**src/rtl/cpu_mem_pkg.sv**
```systemverilog
// Shared types and constants for the CPU memory responder.
package cpu_mem_pkg;

    // Responder FSM states
    typedef enum logic [1:0] {
        StIdle,
        StWait,
        StResp
    } state_e;

    // Word returned on an address miss
    localparam logic [29:0] MissData = 30'h3FFF_FFFF;

    // Table geometry
    localparam int unsigned TableDepth = 16;
    localparam int unsigned IdxWidth   = 4;

endpackage

```
**src/rtl/req_fifo2.sv**
```systemverilog
// Two-entry FIFO with 1-bit wrapping pointers; push is refused only when full
// at the start of the cycle, even if a pop happens in the same cycle.
module req_fifo2 #(
    parameter int unsigned Width = 30
) (
    input  logic             clk_i,
    input  logic             rst_i,
    input  logic             push_i,
    input  logic [Width-1:0] data_i,
    input  logic             pop_i,
    output logic             ready_o,
    output logic             empty_o,
    output logic [Width-1:0] data_o
);

    logic [Width-1:0] mem_q [2];
    logic [Width-1:0] mem_d [2];
    logic             wptr_q, wptr_d;
    logic             rptr_q, rptr_d;
    logic [1:0]       count_q, count_d;
    logic             push_ok, pop_ok;

    assign ready_o = (count_q != 2'd2);
    assign empty_o = (count_q == 2'd0);
    assign data_o  = mem_q[rptr_q];

    assign push_ok = push_i && (count_q != 2'd2);
    assign pop_ok  = pop_i && (count_q != 2'd0);

    // Next-state for storage, pointers and occupancy
    always_comb begin
        mem_d   = mem_q;
        wptr_d  = wptr_q;
        rptr_d  = rptr_q;
        count_d = count_q;
        if (push_ok) begin
            mem_d[wptr_q] = data_i;
            wptr_d        = ~wptr_q;
        end
        if (pop_ok) begin
            rptr_d = ~rptr_q;
        end
        unique case ({push_ok, pop_ok})
            2'b10:   count_d = count_q + 2'd1;
            2'b01:   count_d = count_q - 2'd1;
            default: count_d = count_q;
        endcase
    end

    // State registers
    always_ff @(posedge clk_i or posedge rst_i) begin
        if (rst_i) begin
            mem_q[0] <= '0;
            mem_q[1] <= '0;
            wptr_q   <= 1'b0;
            rptr_q   <= 1'b0;
            count_q  <= 2'd0;
        end else begin
            mem_q    <= mem_d;
            wptr_q   <= wptr_d;
            rptr_q   <= rptr_d;
            count_q  <= count_d;
        end
    end

endmodule

```
**src/rtl/cpu_mem_responder.sv**
```systemverilog
// Word-read responder: queues CPU requests, inserts wait states, then answers
// from a 16-entry writable table when the address falls in its window.
module cpu_mem_responder
    import cpu_mem_pkg::*;
#(
    parameter int unsigned WAIT_CYCLES = 2,
    parameter logic [29:0] BASE_ADDR   = 30'h2100_0000
) (
    input  logic        clk,
    input  logic        rst,
    input  logic        req_valid,
    input  logic [29:0] req_addr,
    output logic        req_ready,
    output logic        rsp_valid,
    output logic [29:0] rsp_data,
    output logic        rsp_err,
    input  logic        cfg_we,
    input  logic [3:0]  cfg_idx,
    input  logic [29:0] cfg_data
);

    localparam logic [3:0] WaitInit = 4'(WAIT_CYCLES);

    state_e      state_q, state_d;
    logic [3:0]  wait_cnt_q, wait_cnt_d;
    logic [29:0] addr_q, addr_d;
    logic [29:0] rsp_data_q, rsp_data_d;
    logic        rsp_err_q, rsp_err_d;
    logic [29:0] table_q [TableDepth];
    logic [29:0] table_d [TableDepth];

    logic        fifo_ready, fifo_empty, fifo_pop;
    logic [29:0] fifo_head;
    logic [29:0] lookup_addr;

    req_fifo2 #(
        .Width (30)
    ) u_fifo (
        .clk_i   (clk),
        .rst_i   (rst),
        .push_i  (req_valid),
        .data_i  (req_addr),
        .pop_i   (fifo_pop),
        .ready_o (fifo_ready),
        .empty_o (fifo_empty),
        .data_o  (fifo_head)
    );

    assign req_ready = fifo_ready;
    assign rsp_valid = (state_q == StResp);
    assign rsp_data  = rsp_data_q;
    assign rsp_err   = rsp_err_q;

    // FSM next-state; lookup uses the FIFO head directly when skipping WAIT
    always_comb begin
        state_d     = state_q;
        wait_cnt_d  = wait_cnt_q;
        addr_d      = addr_q;
        fifo_pop    = 1'b0;
        lookup_addr = addr_q;
        unique case (state_q)
            StIdle: begin
                if (!fifo_empty) begin
                    fifo_pop    = 1'b1;
                    addr_d      = fifo_head;
                    lookup_addr = fifo_head;
                    wait_cnt_d  = WaitInit;
                    state_d     = (WaitInit == 4'd0) ? StResp : StWait;
                end
            end
            StWait: begin
                if (wait_cnt_q <= 4'd1) begin
                    wait_cnt_d = 4'd0;
                    state_d    = StResp;
                end else begin
                    wait_cnt_d = wait_cnt_q - 4'd1;
                end
            end
            StResp: begin
                state_d = StIdle;
            end
            default: begin
                state_d = StIdle;
            end
        endcase
    end

    // Response capture on the edge entering RESP; zero otherwise
    always_comb begin
        rsp_data_d = '0;
        rsp_err_d  = 1'b0;
        if (state_d == StResp) begin
            if (lookup_addr[29:4] == BASE_ADDR[29:4]) begin
                rsp_data_d = table_q[lookup_addr[3:0]];
            end else begin
                rsp_data_d = MissData;
                rsp_err_d  = 1'b1;
            end
        end
    end

    // Table write; capture above reads table_q so same-edge writes return old data
    always_comb begin
        table_d = table_q;
        if (cfg_we) begin
            table_d[cfg_idx] = cfg_data;
        end
    end

    // State registers
    always_ff @(posedge clk or posedge rst) begin
        if (rst) begin
            state_q    <= StIdle;
            wait_cnt_q <= 4'd0;
            addr_q     <= '0;
            rsp_data_q <= '0;
            rsp_err_q  <= 1'b0;
            for (int i = 0; i < TableDepth; i++) begin
                table_q[i] <= BASE_ADDR + 30'(i);
            end
        end else begin
            state_q    <= state_d;
            wait_cnt_q <= wait_cnt_d;
            addr_q     <= addr_d;
            rsp_data_q <= rsp_data_d;
            rsp_err_q  <= rsp_err_d;
            table_q    <= table_d;
        end
    end

endmodule

```
**config.mk**
```make
export PLATFORM = sky130hd
export DESIGN_NAME = cpu_mem_responder
export DESIGN_NICKNAME = d
export VERILOG_FILES = /design/src/rtl/cpu_mem_pkg.sv /design/src/rtl/req_fifo2.sv /design/src/rtl/cpu_mem_responder.sv
export SDC_FILE = /design/constraint.sdc
export NUM_CORES = 1
export LEC_CHECK = 0
export BUFFER_PORTS_ARGS = -buffer_cell sky130_fd_sc_hd__buf_4
export CAP_MARGIN = 20
export CORE_UTILIZATION = 56
export CTS_CLUSTER_DIAMETER = 120
export DETAILED_ROUTE_END_ITERATION = 8
export HOLD_SLACK_MARGIN = 0.1
export PLACE_DENSITY = 0.76
export SLEW_MARGIN = 40
export SYNTH_ARGS = -nofsm -noshare
export SYNTH_HDL_FRONTEND = slang
export SYNTH_SLANG_ARGS = --single-unit
```
**constraint.sdc**
```tcl
create_clock -name clk -period 23 [get_ports clk]
set_input_delay 6.9 -clock clk [delete_from_list [all_inputs] [get_ports clk]]
set_output_delay 6.9 -clock clk [all_outputs]
set_load 0.03 [all_outputs]
```
==> impl_metrics.ini <==
[timing]
worst_hold_slack_ps = 495
timing_worst_slew_pin_value_ps = 808
timing.fmax_mhz = 117
grt_setup_unrepaired = no
post-route-min-period_ps = 8540
timing.setup.tns_ps = 0
post-route-period-util = 0.371
final_max_slew_viol_count = 0
worst_slack_ps = 14460
report.final.hold_viol_count = 0
report.final.setup_viol = 0
fin_skew_ps = 23.2
worst_slew_margin_rel = 0.460

[yosys]
post_synth_inst_count = 2212
synth.top_cell.area_share = 0.501
synthArstFlopShare = 1.00
yosys_register_bits = 611
synth_enable_flop_cells = 0
synth.net_count = 2283
cell_type_with_the_largest_total_area_after_synthesis = sky130_fd_sc_hd__dfrtp_1
synthesis.yosys.warnings = 0
post_synth.cell_area_avg_sq_um = 12.4
synth_ff_type = sky130_fd_sc_hd__dfrtp_1
synth.distinct_cells = 52
synth_seq_area_share = 0.562
post_synth_instance_area_sq_um = 27300
synth.area.top_cells = sky130_fd_sc_hd__dfrtp_1, sky130_fd_sc_hd__mux2_2, sky130_fd_sc_hd__dfstp_2

[cts]
cts_root_buffer = sky130_fd_sc_hd__clkbuf_16
post_cts_setup_buffer_count = 0
post_cts_resized = 0
clock_latency_ps = 630
numCtsBuffers = 61
clock_tree.buffer_depth = 3
cts_max_level = 2
tritoncts = done
ctsHoldBuffers = 0
clk_transition_reported_paths_ps = 60
tritoncts_num_sinks = 611

[setup_path]
critical_path_required_ps = 23670
start_to_end_type_of_the_worst_setup_path = in2async
start_kind = input port
arrival_ps = 9220
critical-path-slowest-cell = sky130_fd_sc_hd__clkbuf_8
cp_slowest_stage_delay_ps = 670
crit_path_max_fanout = 108
end_kind = asynchronous set/reset pin
worstPathCellList = buf_4 -> clkinvlp_4 -> buf_6 -> buf_12 -> buf_16 -> clkbuf_8

[place]
placer_congestion = 0.768
io_buffer_count = 100
post-dp-hpwl_microns = 36700
dpl-instance-area_sq_um = 28500
pre_cts_setup_slack_ps = 13390

[grt]
maximum_number_of_pins_on_one_net_before_global_route_repair = 133
globalRoute.totalOverflow = 0
global_route_wire_length_before_repair_microns = 107000
antenna_found_initial = 2
globalRouteTotalUtil = 0.277
grt_pass1_vias = 18700

[finish]
layout-drive-gt1-share = 0.398
layout-area-overhead-vs-synth_pct = 12.3
filler_cell_count = 3523
final_net_count = 2298
utilization = 0.641
final_design_area_no_fill_sq_um = 30700

[die]
die_h_microns = 223
standard_cell_row_count = 80
floorplan.die.width_microns = 223
design.die.area_sq_um = 49700
floorplan.io_pins = 101
floorplan.initialDensity = 0.570
core_sq_um = 47900

[route]
avgRoutedWirePerCell_microns = 23.2
vias_per_cell = 6.19
postRouteWirelength_microns = 67300
detailedRoute.firstPassIterationCount = 5
final_antenna_net_count = 0
number_of_design_rule_violations_left_by_the_first_detailed_router_iteration = 1515
drt_drc_violations_left = 0
detailroute.via_count = 17900

[pwr]
powerDensity_nw_per_um2 = 140
leakage_nw = 13.3
power.ir.vdd_worst_mv = 0.149

[worst_hold_path]
holdCritPathClass = reg2reg

[flow_run]
cap_violations = 0

[outcome]
result_of_the_run = complete, no violations
state kept, by name (all words and copies together) (netlist names), 2 cells and up:
signal and flops:
rsp_data 30, table_q 480, u_fifo.count_q 2, wait_cnt_q 4
state_q 2, u_fifo.mem_q 60, addr_q 30
power breakdown:
part           internal, W  switching (W)
Sequential         0.00140       0.000158
Clock             0.000631       0.000426
Combinational     0.000617        0.00106
Total              0.00265        0.00165
cell usage in the layout (no fill, tap or decap), types with 4 or more instances in the layout:
cell type / count
sky130_fd_sc_hd__dfrtp_1: 547
sky130_fd_sc_hd__mux2_2: 541
sky130_fd_sc_hd__nand2_1: 349
sky130_fd_sc_hd__buf_4: 126
sky130_fd_sc_hd__nand3_1: 105
sky130_fd_sc_hd__dfstp_2: 64
sky130_fd_sc_hd__clkbuf_16: 61
sky130_fd_sc_hd__a31oi_1: 54
sky130_fd_sc_hd__and3_1: 48
sky130_fd_sc_hd__a211oi_1: 48
sky130_fd_sc_hd__o2111ai_1: 48
sky130_fd_sc_hd__a21oi_1: 37
sky130_fd_sc_hd__mux2i_1: 35
sky130_fd_sc_hd__nand3b_1: 26
sky130_fd_sc_hd__clkbuf_8: 19
sky130_fd_sc_hd__clkinv_2: 18
sky130_fd_sc_hd__o21ai_0: 13
sky130_fd_sc_hd__mux4_2: 12
sky130_fd_sc_hd__nor2_4: 11
sky130_fd_sc_hd__nor2_1: 10
sky130_fd_sc_hd__bufinv_16: 8
sky130_fd_sc_hd__a32oi_1: 6
sky130_fd_sc_hd__a311o_1: 6
sky130_fd_sc_hd__nand2b_1: 4
sky130_fd_sc_hd__inv_1: 4
sky130_fd_sc_hd__or4_1: 4
sky130_fd_sc_hd__nor2_2: 4
sky130_fd_sc_hd__xnor2_1: 4
sky130_fd_sc_hd__clkbuf_1: 4
sky130_fd_sc_hd__buf_6: 4
area by class of cell:
cell class | instances | area [sq um] | share of cell area
antenna | 3 | 7.51 | 0.000244
clock buffer | 82 | 1780 | 0.0578
clock inverter | 33 | 404 | 0.0132
inverter | 9 | 47.5 | 0.00155
multi-input combinational | 1407 | 11200 | 0.365
sequential | 611 | 15400 | 0.500
tap | 615 | 769 | 0.0251
timing repair buffer | 137 | 1120 | 0.0363
worst max-delay path: cells and delay by family:
family                 cells  cell delay (ps)
buffers and inverters      6             2080
synthesized netlist by cell type, types with 5 or more instances:
cell / number
sky130_fd_sc_hd__dfstp_2: 64
sky130_fd_sc_hd__nand2b_1: 7
sky130_fd_sc_hd__a311o_1: 6
sky130_fd_sc_hd__buf_1: 39
sky130_fd_sc_hd__nor2_1: 23
sky130_fd_sc_hd__clkbuf_1: 102
sky130_fd_sc_hd__dfrtp_1: 547
sky130_fd_sc_hd__o2111ai_1: 48
sky130_fd_sc_hd__a211oi_1: 48
sky130_fd_sc_hd__buf_4: 14
sky130_fd_sc_hd__buf_2: 17
sky130_fd_sc_hd__inv_1: 5
sky130_fd_sc_hd__mux2_2: 541
sky130_fd_sc_hd__a31oi_1: 54
sky130_fd_sc_hd__a21oi_1: 37
sky130_fd_sc_hd__nand3_1: 106
sky130_fd_sc_hd__and3_1: 48
sky130_fd_sc_hd__o21ai_0: 13
sky130_fd_sc_hd__mux4_2: 12
sky130_fd_sc_hd__buf_6: 12
sky130_fd_sc_hd__mux2i_1: 35
sky130_fd_sc_hd__nand2_1: 351
sky130_fd_sc_hd__nand3b_1: 26
sky130_fd_sc_hd__a32oi_1: 6
routing by layer:
| layer | vias to the layer above | GRT usage | wire [microns] |
|---|---|---|---|
| met5 | - | 0 | 0 |
| met1 | 9350 | 0.390 | 29400 |
| met2 | 580 | 0.439 | 31900 |
| met4 | 0 | 0.0854 | 1780 |
| met3 | 117 | 0.0497 | 4300 |
| li1 | 7892 | - | - |
per-stage QoR:
stage	cells	total power, W
after global placement	2776	0.00316
after CTS	2894	0.00430
final	2897	0.00430
after floorplan	2212	0.00279
after detailed placement	2779	0.00323
after global routing	2896	0.00452
path summary, 6_finish.rpt:
| kind | depth (start not counted) | slack [ps] | from | end |
|---|---|---|---|---|
| worst max-delay path | 6 | 14460 | rst | table_q[427] |
| worst min-delay path | 2 | 490 | addr_q[13] | addr_q[13] |
| worst max register to register | 10 | 18850 | u_fifo.count_q[0] | rsp_data[22] |
| worst min register to register | 2 | 490 | addr_q[13] | addr_q[13] |
| max in group clk | 2 | 14640 | u_fifo.count_q[0] | req_ready |
| min in group asynchronous | 3 | 6410 | rst | rsp_data[19] |
logic make-up after synthesis:
kind of cell | after synthesis | synth area share
compound gates | 221 | 0.0567
xor+xnor | 5 | 0.00160
fa+ha+maj | 3 | 0.00137
buf+inv | 194 | 0.0336
flops | 611 | 0.562
mux | 589 | 0.246
simple gates | 589 | 0.0984
No activity file was read; power rests on OpenSTA's default activity.
